===== config.mk =====
export PLATFORM = sky130hd
export DESIGN_NAME = pipe_skid_reg_flat
export DESIGN_NICKNAME = d
export VERILOG_FILES = /design/src/rtl/pipe_skid_reg_pkg.sv /design/src/rtl/pipe_skid_reg_if.sv /design/src/rtl/pipe_data_reg.sv /design/src/rtl/pipe_skid_reg.sv /design/src/flat_wrapper.sv
export SDC_FILE = /design/constraint.sdc
export NUM_CORES = 1
export LEC_CHECK = 0
export BUFFER_PORTS_ARGS = -buffer_cell sky130_fd_sc_hd__buf_2
export CORE_ASPECT_RATIO = 1.4
export CORE_MARGIN = 1.5
export CORE_UTILIZATION = 55
export CTS_BUF_LIST = sky130_fd_sc_hd__clkbuf_4
export DETAILED_ROUTE_END_ITERATION = 6
export PLACE_DENSITY = 0.89
export REMOVE_ABC_BUFFERS = 1
export SLEW_MARGIN = 30
export SYNTH_ARGS = -nofsm -noshare
export SYNTH_HDL_FRONTEND = slang
export SYNTH_SLANG_ARGS = --single-unit

===== constraint.sdc =====
create_clock -name clk -period 2.95 [get_ports clk]
set_clock_uncertainty 0.05 [all_clocks]
set_input_delay 0.295 -clock clk [delete_from_list [all_inputs] [get_ports clk]]
set_output_delay 0.295 -clock clk [all_outputs]
set_load 0.1 [all_outputs]

===== src/rtl/pipe_skid_reg_pkg.sv =====
// Shared definitions for the elastic pipeline register: FSM state encoding,
// default widths and the state-to-occupancy decode.
package pipe_pkg;

   localparam int DEFAULT_WIDTH = 144;
   localparam int DEFAULT_CNT_W = 16;

   typedef enum logic [1:0] {
      ST_EMPTY = 2'd0,
      ST_BUSY  = 2'd1,
      ST_FULL  = 2'd2
   } pipe_state_e;

   // Number of words held in each state; the unused encoding reports zero.
   function automatic logic [1:0] stateOccupancy(input pipe_state_e state);
      logic [1:0] occ;
      occ = 2'd0;
      case (state)
         ST_EMPTY: occ = 2'd0;
         ST_BUSY:  occ = 2'd1;
         ST_FULL:  occ = 2'd2;
         default:  occ = 2'd0;
      endcase
      return occ;
   endfunction

endpackage


===== src/rtl/pipe_skid_reg_if.sv =====
// Valid/ready handshake bundle: upstream write side and downstream read side.
// The register itself uses the slave view; whatever drives it uses master.
interface pipe_skid_reg_if #(
   parameter int WIDTH = pipe_pkg::DEFAULT_WIDTH
);

   logic [WIDTH-1:0] in_data;
   logic             in_valid;
   logic             in_ready;
   logic [WIDTH-1:0] out_data;
   logic             out_valid;
   logic             out_ready;

   modport slave (
      input  in_data,
      input  in_valid,
      output in_ready,
      output out_data,
      output out_valid,
      input  out_ready
   );

   modport master (
      output in_data,
      output in_valid,
      input  in_ready,
      input  out_data,
      input  out_valid,
      output out_ready
   );

endinterface


===== src/rtl/pipe_data_reg.sv =====
// WIDTH-bit data register with load enable and synchronous active-low reset
// to zero; used for both the main and the skid word.
module pipe_data_reg #(
   parameter int WIDTH = pipe_pkg::DEFAULT_WIDTH
) (
   input  logic             clk,
   input  logic             reset,
   input  logic             load_i,
   input  logic [WIDTH-1:0] d_i,
   output logic [WIDTH-1:0] q_o
);

   logic [WIDTH-1:0] data_q;
   logic [WIDTH-1:0] data_d;

   always_comb begin
      data_d = data_q;
      if (load_i) begin
         data_d = d_i;
      end
   end

   always_ff @(posedge clk) begin
      if (!reset) begin
         data_q <= '0;
      end else begin
         data_q <= data_d;
      end
   end

   assign q_o = data_q;

endmodule


===== src/rtl/pipe_skid_reg.sv =====
// Two-entry elastic pipeline register (main + skid) with full throughput and
// no combinational path from out_ready to in_ready.
module pipe_skid_reg
   import pipe_pkg::*;
#(
   parameter int WIDTH = DEFAULT_WIDTH,
   parameter int CNT_W = DEFAULT_CNT_W
) (
   input  logic             clk,
   input  logic             reset,
   input  logic             flush,
   pipe_skid_reg_if.slave   bus,
   output logic [1:0]       occupancy,
   output logic [CNT_W-1:0] xfer_count
);

   pipe_state_e      state_q;
   pipe_state_e      state_d;
   logic             inReady;
   logic             outValid;
   logic             inFire;
   logic             outFire;
   logic             mainLoad;
   logic             mainFromSkid;
   logic             skidLoad;
   logic [WIDTH-1:0] mainNext;
   logic [WIDTH-1:0] mainData_q;
   logic [WIDTH-1:0] skidData_q;
   logic [CNT_W-1:0] xferCount_q;
   logic [CNT_W-1:0] xferCount_d;

   always_ff @(posedge clk) begin
      if (!reset) begin
         state_q <= ST_EMPTY;
      end else begin
         state_q <= state_d;
      end
   end

   // Handshake outputs come from the state register alone, so neither ready
   // nor valid ever sees a combinational input.
   always_comb begin
      inReady  = 1'b1;
      outValid = 1'b0;
      case (state_q)
         ST_EMPTY: begin
            inReady  = 1'b1;
            outValid = 1'b0;
         end
         ST_BUSY: begin
            inReady  = 1'b1;
            outValid = 1'b1;
         end
         ST_FULL: begin
            inReady  = 1'b0;
            outValid = 1'b1;
         end
         default: begin
            inReady  = 1'b1;
            outValid = 1'b0;
         end
      endcase
   end

   assign inFire  = bus.in_valid & inReady;
   assign outFire = outValid & bus.out_ready;

   always_comb begin
      state_d      = state_q;
      mainLoad     = 1'b0;
      mainFromSkid = 1'b0;
      skidLoad     = 1'b0;
      case (state_q)
         ST_EMPTY: begin
            if (inFire) begin
               mainLoad = 1'b1;
               state_d  = ST_BUSY;
            end
         end
         ST_BUSY: begin
            if (inFire && !outFire) begin
               skidLoad = 1'b1;
               state_d  = ST_FULL;
            end else if (inFire && outFire) begin
               mainLoad = 1'b1;
            end else if (outFire) begin
               state_d = ST_EMPTY;
            end
         end
         ST_FULL: begin
            if (outFire) begin
               mainLoad     = 1'b1;
               mainFromSkid = 1'b1;
               state_d      = ST_BUSY;
            end
         end
         default: begin
            state_d = ST_EMPTY;
         end
      endcase
      // Flush empties the stage; data registers are left stale since out_valid
      // drops with the state.
      if (flush) begin
         state_d  = ST_EMPTY;
         mainLoad = 1'b0;
         skidLoad = 1'b0;
      end
   end

   assign mainNext = mainFromSkid ? skidData_q : bus.in_data;

   pipe_data_reg #(
      .WIDTH (WIDTH)
   ) mainReg (
      .clk    (clk),
      .reset  (reset),
      .load_i (mainLoad),
      .d_i    (mainNext),
      .q_o    (mainData_q)
   );

   pipe_data_reg #(
      .WIDTH (WIDTH)
   ) skidReg (
      .clk    (clk),
      .reset  (reset),
      .load_i (skidLoad),
      .d_i    (bus.in_data),
      .q_o    (skidData_q)
   );

   // Transfer counter survives flush: a word consumed alongside a flush was
   // still delivered downstream.
   always_comb begin
      xferCount_d = xferCount_q;
      if (outFire) begin
         xferCount_d = xferCount_q + CNT_W'(1);
      end
   end

   always_ff @(posedge clk) begin
      if (!reset) begin
         xferCount_q <= '0;
      end else begin
         xferCount_q <= xferCount_d;
      end
   end

   assign bus.in_ready  = inReady;
   assign bus.out_valid = outValid;
   assign bus.out_data  = mainData_q;
   assign occupancy     = stateOccupancy(state_q);
   assign xfer_count    = xferCount_q;

endmodule


===== src/flat_wrapper.sv =====
// flat-port wrapper written by rule: the top's interface ports become plain ports
module pipe_skid_reg_flat import pipe_pkg::*;
#(
   parameter int WIDTH = DEFAULT_WIDTH,
   parameter int CNT_W = DEFAULT_CNT_W
)
  (clk, reset, flush, occupancy, xfer_count, bus_in_data, bus_in_valid, bus_in_ready, bus_out_data, bus_out_valid, bus_out_ready);
  pipe_skid_reg_if #(.WIDTH(WIDTH)) bus_i ();
  input  logic clk;
  input  logic reset;
  input  logic flush;
  output logic [1:0] occupancy;
  output logic [CNT_W-1:0] xfer_count;
  input wire logic [$bits(bus_i.in_data)-1:0] bus_in_data;
  input wire logic [$bits(bus_i.in_valid)-1:0] bus_in_valid;
  output wire logic [$bits(bus_i.in_ready)-1:0] bus_in_ready;
  output wire logic [$bits(bus_i.out_data)-1:0] bus_out_data;
  output wire logic [$bits(bus_i.out_valid)-1:0] bus_out_valid;
  input wire logic [$bits(bus_i.out_ready)-1:0] bus_out_ready;
  assign bus_i.in_data = bus_in_data;
  assign bus_i.in_valid = bus_in_valid;
  assign bus_in_ready = bus_i.in_ready;
  assign bus_out_data = bus_i.out_data;
  assign bus_out_valid = bus_i.out_valid;
  assign bus_i.out_ready = bus_out_ready;
  pipe_skid_reg #(.WIDTH(WIDTH), .CNT_W(CNT_W)) u_core (.clk(clk), .reset(reset), .flush(flush), .bus(bus_i), .occupancy(occupancy), .xfer_count(xfer_count));
endmodule

==> results of run 1 <==
## layout by cell type (no fill, tap or decap), types with 2 or more instances in the layout
cell	count
a21oi_1	151
a311oi_1	144
and2_1	3
and4_1	3
buf_12	7
buf_2	311
buf_4	15
bufinv_16	3
clkbuf_4	97
clkinv_1	13
dfxtp_1	306
diode_2	2
dlygate4sd3_1	147
ha_1	5
inv_1	4
nand2_1	442
nand2b_1	4
nand3_1	149
nand4_1	5
nor2_1	156
nor3_1	3
o31ai_1	4
or4_1	4
xor2_1	9
## worst min-delay path, cell delays in order
cell,delay [ps]
buf_2,120
nand2_1,180
or4_1,150
a21oi_1,60
## cell families after synthesis
group / share of synthesized area, %
AOI/OAI and AO/OA: 16.9
xor gates and xnor gates: 0.710
adders and majority gates: 0.609
buffers and inverters: 6.00
DFF: 49.7
muxes: 0.173
and+or+nand+nor: 25.9
## sequential cells by signal, summed over array words and instances (netlist names)
signal	count
u_core.mainReg.q_o	144
u_core.skidReg.q_o	144
u_core.xfer_count	16
u_core.state_q	2
## routing by layer
| layer | vias to the layer above | wire length [um] |
|---|---|---|
| li1 | 6196 | - |
| met1 | 6348 | 14400 |
| met2 | 977 | 20600 |
| met3 | 293 | 3870 |
| met4 | 0 | 3250 |
| met5 | - | 0 |
## through the flow
stage,total power (W),cells
6_report,0.0102,2301
3_5_place_dp,0.00655,2037
5_1_grt,0.0105,2301
4_1_cts,0.0101,2299
3_3_place_gp,0.00652,2037
2_1_floorplan,0.00613,1407
## worst max-delay path by stage
stage | startpoint | end | slack (ps) | cells past startpoint
3_5_place_dp | u_core.state_q[1]$_SDFFE_PP0P_ | u_core.skidReg.q_o[91]$_SDFFE_PN0P_ | 390 | 7
3_3_place_gp | u_core.state_q[1]$_SDFFE_PP0P_ | u_core.skidReg.q_o[43]$_SDFFE_PN0P_ | 520 | 7
4_1_cts | u_core.state_q[1]$_SDFFE_PP0P_ | u_core.mainReg.q_o[33]$_SDFFE_PN0P_ | 370 | 8
5_1_grt | u_core.state_q[1]$_SDFFE_PP0P_ | u_core.mainReg.q_o[114]$_SDFFE_PN0P_ | 60 | 8
6_report | u_core.state_q[1]$_SDFFE_PP0P_ | u_core.mainReg.q_o[114]$_SDFFE_PN0P_ | 130 | 8
2_1_floorplan | u_core.state_q[0]$_SDFFE_PP0P_ | u_core.mainReg.q_o[0]$_SDFFE_PN0P_ | -10040 | 5
## cell type report
type | instances | area share (%)
antenna | 2 | 0.0309
clock buffer | 97 | 4.50
clock inverter | 18 | 0.936
inverter | 5 | 0.162
multi-input combinational | 1096 | 33.9
sequential | 306 | 37.9
tap | 297 | 2.30
timing repair buffer | 480 | 20.3
## timing repair
action,in CTS,in global routing
buffers inserted,0,0
endpoints found under the setup margin,0,0
hold buffers,147,0
endpoints found under the hold margin,290,0
## power by group
group          internal [W]  switching [W]
Combinational      0.000502        0.00175
Clock               0.00178        0.00169
Sequential          0.00432       0.000121
## Yosys cell counts, types with 3 or more instances
cell      instances  area share, %
xor2_1            9           0.64
dfxtp_1         306             50
nand3_1         149            6.0
a311oi_1        144             10
buf_2            30            1.2
nand2_1         443             13
buf_4             3           0.18
o31ai_1           4           0.24
inv_1             4           0.12
ha_1              6           0.61
and4_1            3           0.21
nand4_1           5           0.25
nor3_1            3           0.12
and2_1            3           0.15
nand2b_1          4           0.20
or4_1             5           0.30
nor2_1          156            4.7
buf_6            16            1.5
clkbuf_1         98            3.0
a21oi_1         151            6.1
==> summary.txt, run 1 <==
GRT
  – Largest net degree at the start of global routing: 133
  – Grt total ovfl: 0
  – Total Routing Usage GR: 35.1%
  – Initial antenna violation count: 2
  – Met1 Use GR: 37.6%
  – Vias in the first global route: 13629
  – Global route hottest layer: met2
  – Met2 Use GR: 58.5%
  – Met3 Use GR: 9.14%
  – First-pass GRT wire length: 66300 um

Logic synthesis
  – Async SR Flop Fraction: 0%
  – Syn Inst Count: roughly 1600
  – Yosys Warn Count: 0
  – EDFF count, synth: 0
  – Ys flop type: dfxtp_1
  – Yosys cell types: 32
  – Yosys reg bits: 306
  – Cell Area, Synth: 0.0123 mm^2
  – Post-Syn Area per Cell: between 7 and 8 um^2
  – Sequential area share after synthesis: 49.7%

Detailed routing
  – Final WL: about 42000 um
  – Final ANT Viol Nets: 0
  – DRC violations left: 4
  – DRT Pass-1 Iters: 7
  – Wirelength per Cell: between 15 and 20 um
  – Via density: about 6.0
  – Vias: between 10000 and 15000
  – 1st-iter DRT viols: about 1500

Timing
  – FMAX: 354 MHz
  – Setup violators final: 0
  – Final min period: 2820 ps
  – RSZ-0062 raised after global routing: false
  – Relative slew slack: 38.3%
  – Final setup TNS: 0 ps
  – Worst setup margin: around 130 ps
  – Crit share post-route: approximately 96%
  – Final hold vios: 0
  – Final Slew Violations: 0
  – Final worst hold slack: 130 ps
  – Slew @ Worst Pin: a little over 900 ps

Power
  – PwrDens: 628 mW/mm^2
  – Peak supply drop: just over 400 uV
  – P_leak: between 6 and 7 nW

Status
  – Status: finished with violations
  – Failing checks: design-rule violations

Place
  – PortBufs: 312
  – Pre-CTS setup slack: between 300 and 400 ps
  – Placed cell area: 0.0138 mm^2
  – RePlAce Congestion: 0.817
  – Detailed Place HPWL: 20800 um

Die
  – Starting density of the core: 56.2%
  – Die Wd: 130 um
  – Area of the die: 0.0233 mm^2
  – Die Span Y: 180 um
  – Core Box Area: 0.0219 mm^2
  – # rows: 64
  – I/O Pins: 313

Setup path
  – Critical-path maximum fanout: 32
  – Reg2reg end: u_core.mainReg.q_o[114]$_SDFFE_PN0P_
  – CP most frequent cell: buf_4
  – Critical Path, Cell by Cell: inv_1 -> ha_1 -> nand4_1 -> a221oi_4 -> buf_4 -> buf_4 -> nor2_1 -> a311oi_1
  – Cell family with most CP delay: buffers and inverters
  – FF-to-FF Start: u_core.state_q[1]$_SDFFE_PP0P_
  – CP Class: reg2reg
  – Worst reg-to-reg setup slack: 130 ps
  – Worst setup EP type: register
  – Buf/Inv on CP: 3
  – CP max stage cell: dfxtp_1
  – Data required, critical path: 3430 ps
  – Arrival time at the worst endpoint: 3300 ps
  – R2R depth: 8
  – Startpoint types: register
  – Critical path's largest stage delay: 440 ps

Layout
  – Final Util: around 74%
  – Register area: approximately 0.006 mm^2
  – Layout area overhead: 31.2%
  – Multi-input gate area: 0.00549 mm^2
  – Share of layout cells above drive strength 1: 22.1%
  – Nets: roughly 2100
  – Design area: 0.0162 mm^2
  – Filler cells: roughly 1400

Clock network
  – H-tree Lvls: 3
  – Clk sinks: 306
  – Total CTS buffers: 74
  – Root buffer cell: clkbuf_4
  – Clock latency on the worst-skew pair: about 680 ps
  – Post-CTS sizing: 0
  – Clock slew at reported path FFs: 70 ps
  – TritonCTS clock tree: built
  – Max Buffers Root-to-Sink: 3

Min path
  – Hold_sp: bus_in_valid
  – Hold Path Class: in2reg
  – Hold depth: 4
  – Hold EP: u_core.state_q[1]$_SDFFE_PP0P_

Run
  – Max-cap violations: 0
No activity file was read; power rests on OpenSTA's default activity.
==> run 2: changes to the inputs <==
--- a/config.mk
+++ b/config.mk
@@ -5,13 +5,12 @@
 export SDC_FILE = /design/constraint.sdc
 export NUM_CORES = 1
 export LEC_CHECK = 0
-export BUFFER_PORTS_ARGS = -buffer_cell sky130_fd_sc_hd__buf_2
 export CORE_ASPECT_RATIO = 1.4
-export CORE_MARGIN = 1.5
-export CORE_UTILIZATION = 55
-export CTS_BUF_LIST = sky130_fd_sc_hd__clkbuf_4
+export CORE_MARGIN = 4
+export CORE_UTILIZATION = 60
 export DETAILED_ROUTE_END_ITERATION = 6
-export PLACE_DENSITY = 0.89
+export DONT_BUFFER_PORTS = 1
+export PLACE_DENSITY = 0.83
 export REMOVE_ABC_BUFFERS = 1
 export SLEW_MARGIN = 30
 export SYNTH_ARGS = -nofsm -noshare
==> summary.txt, run 2 (synthesis results as in run 1) <==
Place
  – Pre-CTS setup slack: 434 ps (+46.1 ps)
  – PortBufs: 0 (-100%)
  – Inst Count DP: 1754 (-14%)
  – Detailed Place HPWL: 19900 um (-4.4%)
  – RePlAce Congestion: 0.811 (-0.75%)

Timing
  – Worst setup margin: 205 ps (+76.3 ps)
  – Crit share post-route: 93.1% (-2.6 points)
  – Final min period: 2750 ps (-76.3 ps)
  – Slew @ Worst Pin: 1060 ps (+135 ps)
  – Final worst hold slack: 70.6 ps (-59.8 ps)
  – Setup violators final: 0 (unchanged)
  – Final hold vios: 0 (unchanged)
  – Final Slew Violations: 0 (unchanged)
  – Relative slew slack: 29.2% (-9.1 points)
  – FMAX: 364 MHz (+2.8%)

Detailed routing
  – Wirelength per Cell: 20.1 um (+9.4%)
  – Final WL: 39500 um (-6.4%)
  – DRC violations left: 0 (-4)
  – 1st-iter DRT viols: 1462 (-4.9%)
  – Final ANT Viol Nets: 0 (unchanged)
  – Via density: 6.36 (+5.9%)
  – DRT Pass-1 Iters: 6 (-1)
  – Vias: 12519 (-9.4%)

Layout
  – Leading cell type in the layout, fill and taps excluded: nand2_1
  – Share of layout cells above drive strength 1: 8.99% (-13 points)
  – Register area: 0.00613 mm^2 (about the same)
  – Layout area overhead: 24.4%
  – Multi-input gate area: 0.00549 mm^2 (unchanged)
  – Filler cells: 1228 (-15%)
  – Nets: 1848 (-13%)
  – Fin cells: 1969 (-14%)
  – Final Util: 76.4% (+2.7 points)
  – Most frequent cells in the layout: nand2_1, dfxtp_1, dlygate4sd3_1

Die
  – Die Wd: 129 um (-0.30%)
  – # rows: 61 (-4.7%)
  – I/O Pins: 313 (unchanged)
  – Core Box Area: 0.0201 mm^2 (-8.5%)
  – Starting density of the core: 61.4% (+5.2 points)
  – Die Span Y: 178 um (-1.4%)
  – Area of the die: 0.0229 mm^2 (-1.7%)

Power
  – P_leak: 5.58 nW (-16%)
  – Peak supply drop: 510 uV (+26%)
  – Total power: 0.0102 W (+0.39%)
  – PwrDens: 665 mW/mm^2 (+5.8%)

Setup path
  – Critical path's largest stage delay: 570 ps (+130 ps)
  – Cell family with most CP delay: buffers and inverters
  – CP max stage cell: dlygate4sd3_1
  – Startpoint types: register
  – Critical Path, Cell by Cell: inv_1 -> ha_1 -> nand4_1 -> a221oi_4 -> buf_6 -> buf_12 -> nor2_1 -> a311oi_1 -> dlygate4sd3_1
  – Data required, critical path: 3380 ps (-50 ps)
  – Worst setup EP type: register
  – Critical-path maximum fanout: 36 (+13%)
  – Arrival time at the worst endpoint: 3180 ps (-120 ps)
  – Buf/Inv on CP: 4 (+1)
  – R2R depth: 9 (+1)
  – CP Class: reg2reg
  – Crit path depth: 9 (+1)

Clock network
  – Clock latency on the worst-skew pair: 530 ps (-150 ps)
  – Clk sinks: 306 (unchanged)
  – Max Buffers Root-to-Sink: 3 (unchanged)
  – Root buffer cell: clkbuf_16
  – TritonCTS clock tree: built
  – Total CTS buffers: 29 (-61%)
  – H-tree Lvls: 1 (-2)
  – Clock slew at reported path FFs: 70 ps (about the same)

Run
  – Max-cap violations: 0 (unchanged)

Min path
  – Hold depth: 3 (-1)
  – Hold Path Class: in2reg

GRT
  – Grt total ovfl: 0 (unchanged)
  – Total Routing Usage GR: 32.5% (-2.6 points)
  – First-pass GRT wire length: 61700 um (-7.0%)
  – Initial antenna violation count: 6 (+4)
  – Largest net degree at the start of global routing: 145 (+9.0%)
  – Vias in the first global route: 12235 (-10%)

Status
  – Status: finished, final reports clean
==> run 2: cell count changes in the layout (fill, tap and decap cells not counted), moves of 11 or more <==
cell,before,now
buf_2,311,0
clkbuf_4,97,0
buf_4,15,86
clkbuf_16,0,29
clkinv_1,13,0
clkbuf_8,0,11
dlygate4sd3_1,147,158
==> run 2: power by group <==
group,leakage [nW],switching (W),total (W),internal [W]
logic,2.62,0.00102,0.00144,0.000422
clock network,0.463,0.00158,0.00366,0.00208
registers,2.49,0.000786,0.00511,0.00432
total,5.58,0.00338,0.0102,0.00682
==> run 2: final cells by class <==
| class | count | area share [%] |
|---|---|---|
| repair buffers | 255 | 15.9 |
| inverters | 5 | 0.171 |
| clock inverters | 7 | 0.302 |
| well taps | 252 | 2.05 |
| diodes | 4 | 0.0652 |
| flip-flops and latches | 306 | 39.9 |
| multi-input cells | 1096 | 35.8 |
| clock buffers | 44 | 5.81 |
==> run 2: repair_timing <==
| item | CTS | global route |
|---|---|---|
| resized for setup | 0 | 2 |
| buffers inserted | 0 | 1 |
| setup endpoints to repair | 0 | 1 |
| endpoints found under the hold margin | 291 | 0 |
| hold buffers | 159 | 0 |
==> run 2: routing by layer <==
metal / vias up / GRT usage (%) / wire (um)
met3: 202 / 7.53 / 3510
met4: 4 / 20.0 / 2670
met1: 5870 / 36.5 / 13500
li1: 5632 / - / -
met2: 811 / 55.4 / 19800
met5: - / 0 / 14
==> run 2: worst min-delay path: stages <==
cell	delay [ps]
a21oi_1	40
o31ai_1	210
a21oi_1	60
==> run 2: worst paths after layout <==
check,endpoint,slack (ps),start
setup / recovery,u_core.mainReg.q_o[129]$_SDFFE_PN0P_,200,u_core.state_q[0]$_SDFFE_PP0P_
hold / removal,u_core.state_q[1]$_SDFFE_PP0P_,70,bus_out_ready
setup reg to reg,u_core.mainReg.q_o[129]$_SDFFE_PN0P_,200,u_core.state_q[0]$_SDFFE_PP0P_
hold reg to reg,u_core.skidReg.q_o[136]$_SDFFE_PN0P_,400,u_core.skidReg.q_o[136]$_SDFFE_PN0P_
==> run 2: stage by stage <==
stage / setup TNS (ps) / cell area, um^2
final: 0 / 15300
after global routing: -4.36 / 15300
after CTS: 0 / 15300
after detailed placement: 0 / 12800
after global placement: 0 / 12800
after floorplan: -1942640 / 11600
==> run 3: changes to the inputs <==
--- a/config.mk
+++ b/config.mk
@@ -5,7 +5,7 @@
 export SDC_FILE = /design/constraint.sdc
 export NUM_CORES = 1
 export LEC_CHECK = 0
-export CORE_ASPECT_RATIO = 1.4
+export CORE_ASPECT_RATIO = 0.7
 export CORE_MARGIN = 4
 export CORE_UTILIZATION = 60
 export DETAILED_ROUTE_END_ITERATION = 6
==> summary.txt, run 3 (synthesis results as in run 1) <==
Setup path
  – Worst setup EP type: primary output
  – Startpoint types: register
  – Arrival time at the worst endpoint: 2400 ps (-780 ps)
  – Data required, critical path: 2610 ps (-770 ps)
  – Buf/Inv on CP: 4 (unchanged)
  – CP max stage cell: buf_4
  – Critical-path maximum fanout: 77 (+110%)
  – Cell family with most CP delay: buffers and inverters
  – Worst reg-to-reg setup slack: 280 ps (+80 ps)
  – CP Class: reg2out
  – Critical Path, Cell by Cell: inv_1 -> ha_4 -> buf_4 -> inv_1 -> buf_4
  – Critical path's largest stage delay: 690 ps (+120 ps)

Clock network
  – Root buffer cell: clkbuf_16
  – Clock slew at reported path FFs: 60 ps (about the same)
  – Clk sinks: 306 (unchanged)
  – Post-CTS Hold Fix Bufs: 159 (unchanged)
  – Total CTS buffers: 29 (unchanged)
  – Max Buffers Root-to-Sink: 3 (unchanged)
  – Clock latency on the worst-skew pair: 530 ps (about the same)
  – Postcts setup bufs: 0 (unchanged)
  – Post-CTS sizing: 0 (unchanged)
  – H-tree Lvls: 1 (unchanged)
  – TritonCTS clock tree: built

Detailed routing
  – Final ANT Viol Nets: 0 (unchanged)
  – Final WL: 40600 um (+2.6%)
  – Via density: 6.43 (+1.2%)
  – Vias: 12843 (+2.6%)
  – DRC violations left: 0 (unchanged)
  – Wirelength per Cell: 20.3 um (+1.2%)
  – 1st-iter DRT viols: 1764 (+21%)
  – DRT Pass-1 Iters: 6 (unchanged)

Timing
  – RSZ-0062 raised after global routing: false
  – Crit share post-route: 93.0% (about the same)
  – Final hold vios: 0 (unchanged)
  – Setup violators final: 0 (unchanged)
  – Final min period: 2740 ps (-2.26 ps)
  – Relative slew slack: 30.8% (+1.6 points)
  – Slew @ Worst Pin: 1040 ps (-23.6 ps)
  – FMAX: 365 MHz (about the same)
  – Final setup TNS: 0 ps (unchanged)
  – Final Slew Violations: 0 (unchanged)

Min path
  – Hold Path Class: in2reg

Layout
  – Nets: 1858 (+0.54%)
  – Design area: 0.0154 mm^2 (+0.52%)
  – Final Util: 77.1% (+0.62 points)
  – Layout area overhead: 25.1%
  – Most frequent cells in the layout: nand2_1, dfxtp_1, dlygate4sd3_1
  – Leading cell type in the layout, fill and taps excluded: nand2_1
  – Share of layout cells above drive strength 1: 9.41% (+0.42 points)

Place
  – Placed cell area: 0.0129 mm^2 (+0.82%)
  – RePlAce Congestion: 0.876 (+8.0%)
  – Detailed Place HPWL: 20600 um (+3.4%)
  – PortBufs: 0 (unchanged)

Die
  – Core Box Area: 0.0200 mm^2 (-0.29%)
  – Area of the die: 0.0229 mm^2 (about the same)
  – Die Wd: 179 um (+39%)
  – Die Span Y: 128 um (-28%)
  – I/O Pins: 313 (unchanged)
  – # rows: 43 (-30%)
  – Starting density of the core: 61.6% (+0.18 points)

GRT
  – Initial antenna violation count: 3 (-3)
  – Total Routing Usage GR: 33.1% (+0.55 points)
  – First-pass GRT wire length: 63000 um (+2.1%)
  – Vias in the first global route: 11984 (-2.1%)
  – Largest net degree at the start of global routing: 134 (-7.6%)
  – Grt total ovfl: 0 (unchanged)

Power
  – P_leak: 5.60 nW (+0.43%)
  – PwrDens: 667 mW/mm^2 (+0.31%)
  – Peak supply drop: 521 uV (+2.2%)
  – Total power: 0.0103 W (+0.84%)

Status
  – Status: finished, final reports clean

Run
  – Max-cap violations: 0 (unchanged)
run 3: cell types whose count changed in the layout (fill, tap and decap cells not counted):
cell and delta:
buf_4 +12, buf_6 -2, bufinv_16 +3, clkbuf_1 +4, clkbuf_8 -9, clkinv_2 -1, dfxtp_1 -4, dfxtp_2 +4
diode_2 +1, inv_6 +2, inv_8 -1
run 3: routing by layer:
layer	global-route usage (%)	share of wire (%)
met3	9.67	12
met5	0	0
met4	14.3	4.7
met1	41.2	37
met2	53.8	46
run 3: path summary, 6_finish.rpt:
check                                                          from  depth (start not counted)                                   end
worst min register to register  u_core.skidReg.q_o[67]$_SDFFE_PN0P_                          2   u_core.skidReg.q_o[67]$_SDFFE_PN0P_
worst max register to register       u_core.state_q[1]$_SDFFE_PP0P_                          8  u_core.mainReg.q_o[131]$_SDFFE_PN0P_
worst min-delay path                                          reset                          2     u_core.xfer_count[3]$_SDFFE_PN0N_
worst max-delay path                 u_core.state_q[0]$_SDFFE_PP0P_                          5                          bus_in_ready
run 3: stage by stage:
stage               setup WS, ps  std cells  hold slack (ps)
floorplan                 -10040       1407              381
global placement             520       1783              383
finish                       207       1996             68.8
global route                71.6       1994             83.1
CTS                          179       1991             45.9
detailed placement           364       1783              388
run 3: report_power, final:
group          internal, W  leakage (nW)  switching (W)  total, W
registers          0.00432          2.50       0.000719   0.00504
logic             0.000433          2.66        0.00110   0.00154
clock network      0.00212         0.445        0.00159   0.00371
run 3: area by class of cell:
cell class              count  area (um^2)
diodes                      5         12.5
clock buffers              39          783
well taps                 270          338
repair buffers            265         2500
inverters                   5         26.3
fillers                  1174         4590
clock inverters            10          138
flip-flops and latches    306         6130
multi-input cells        1096         5490
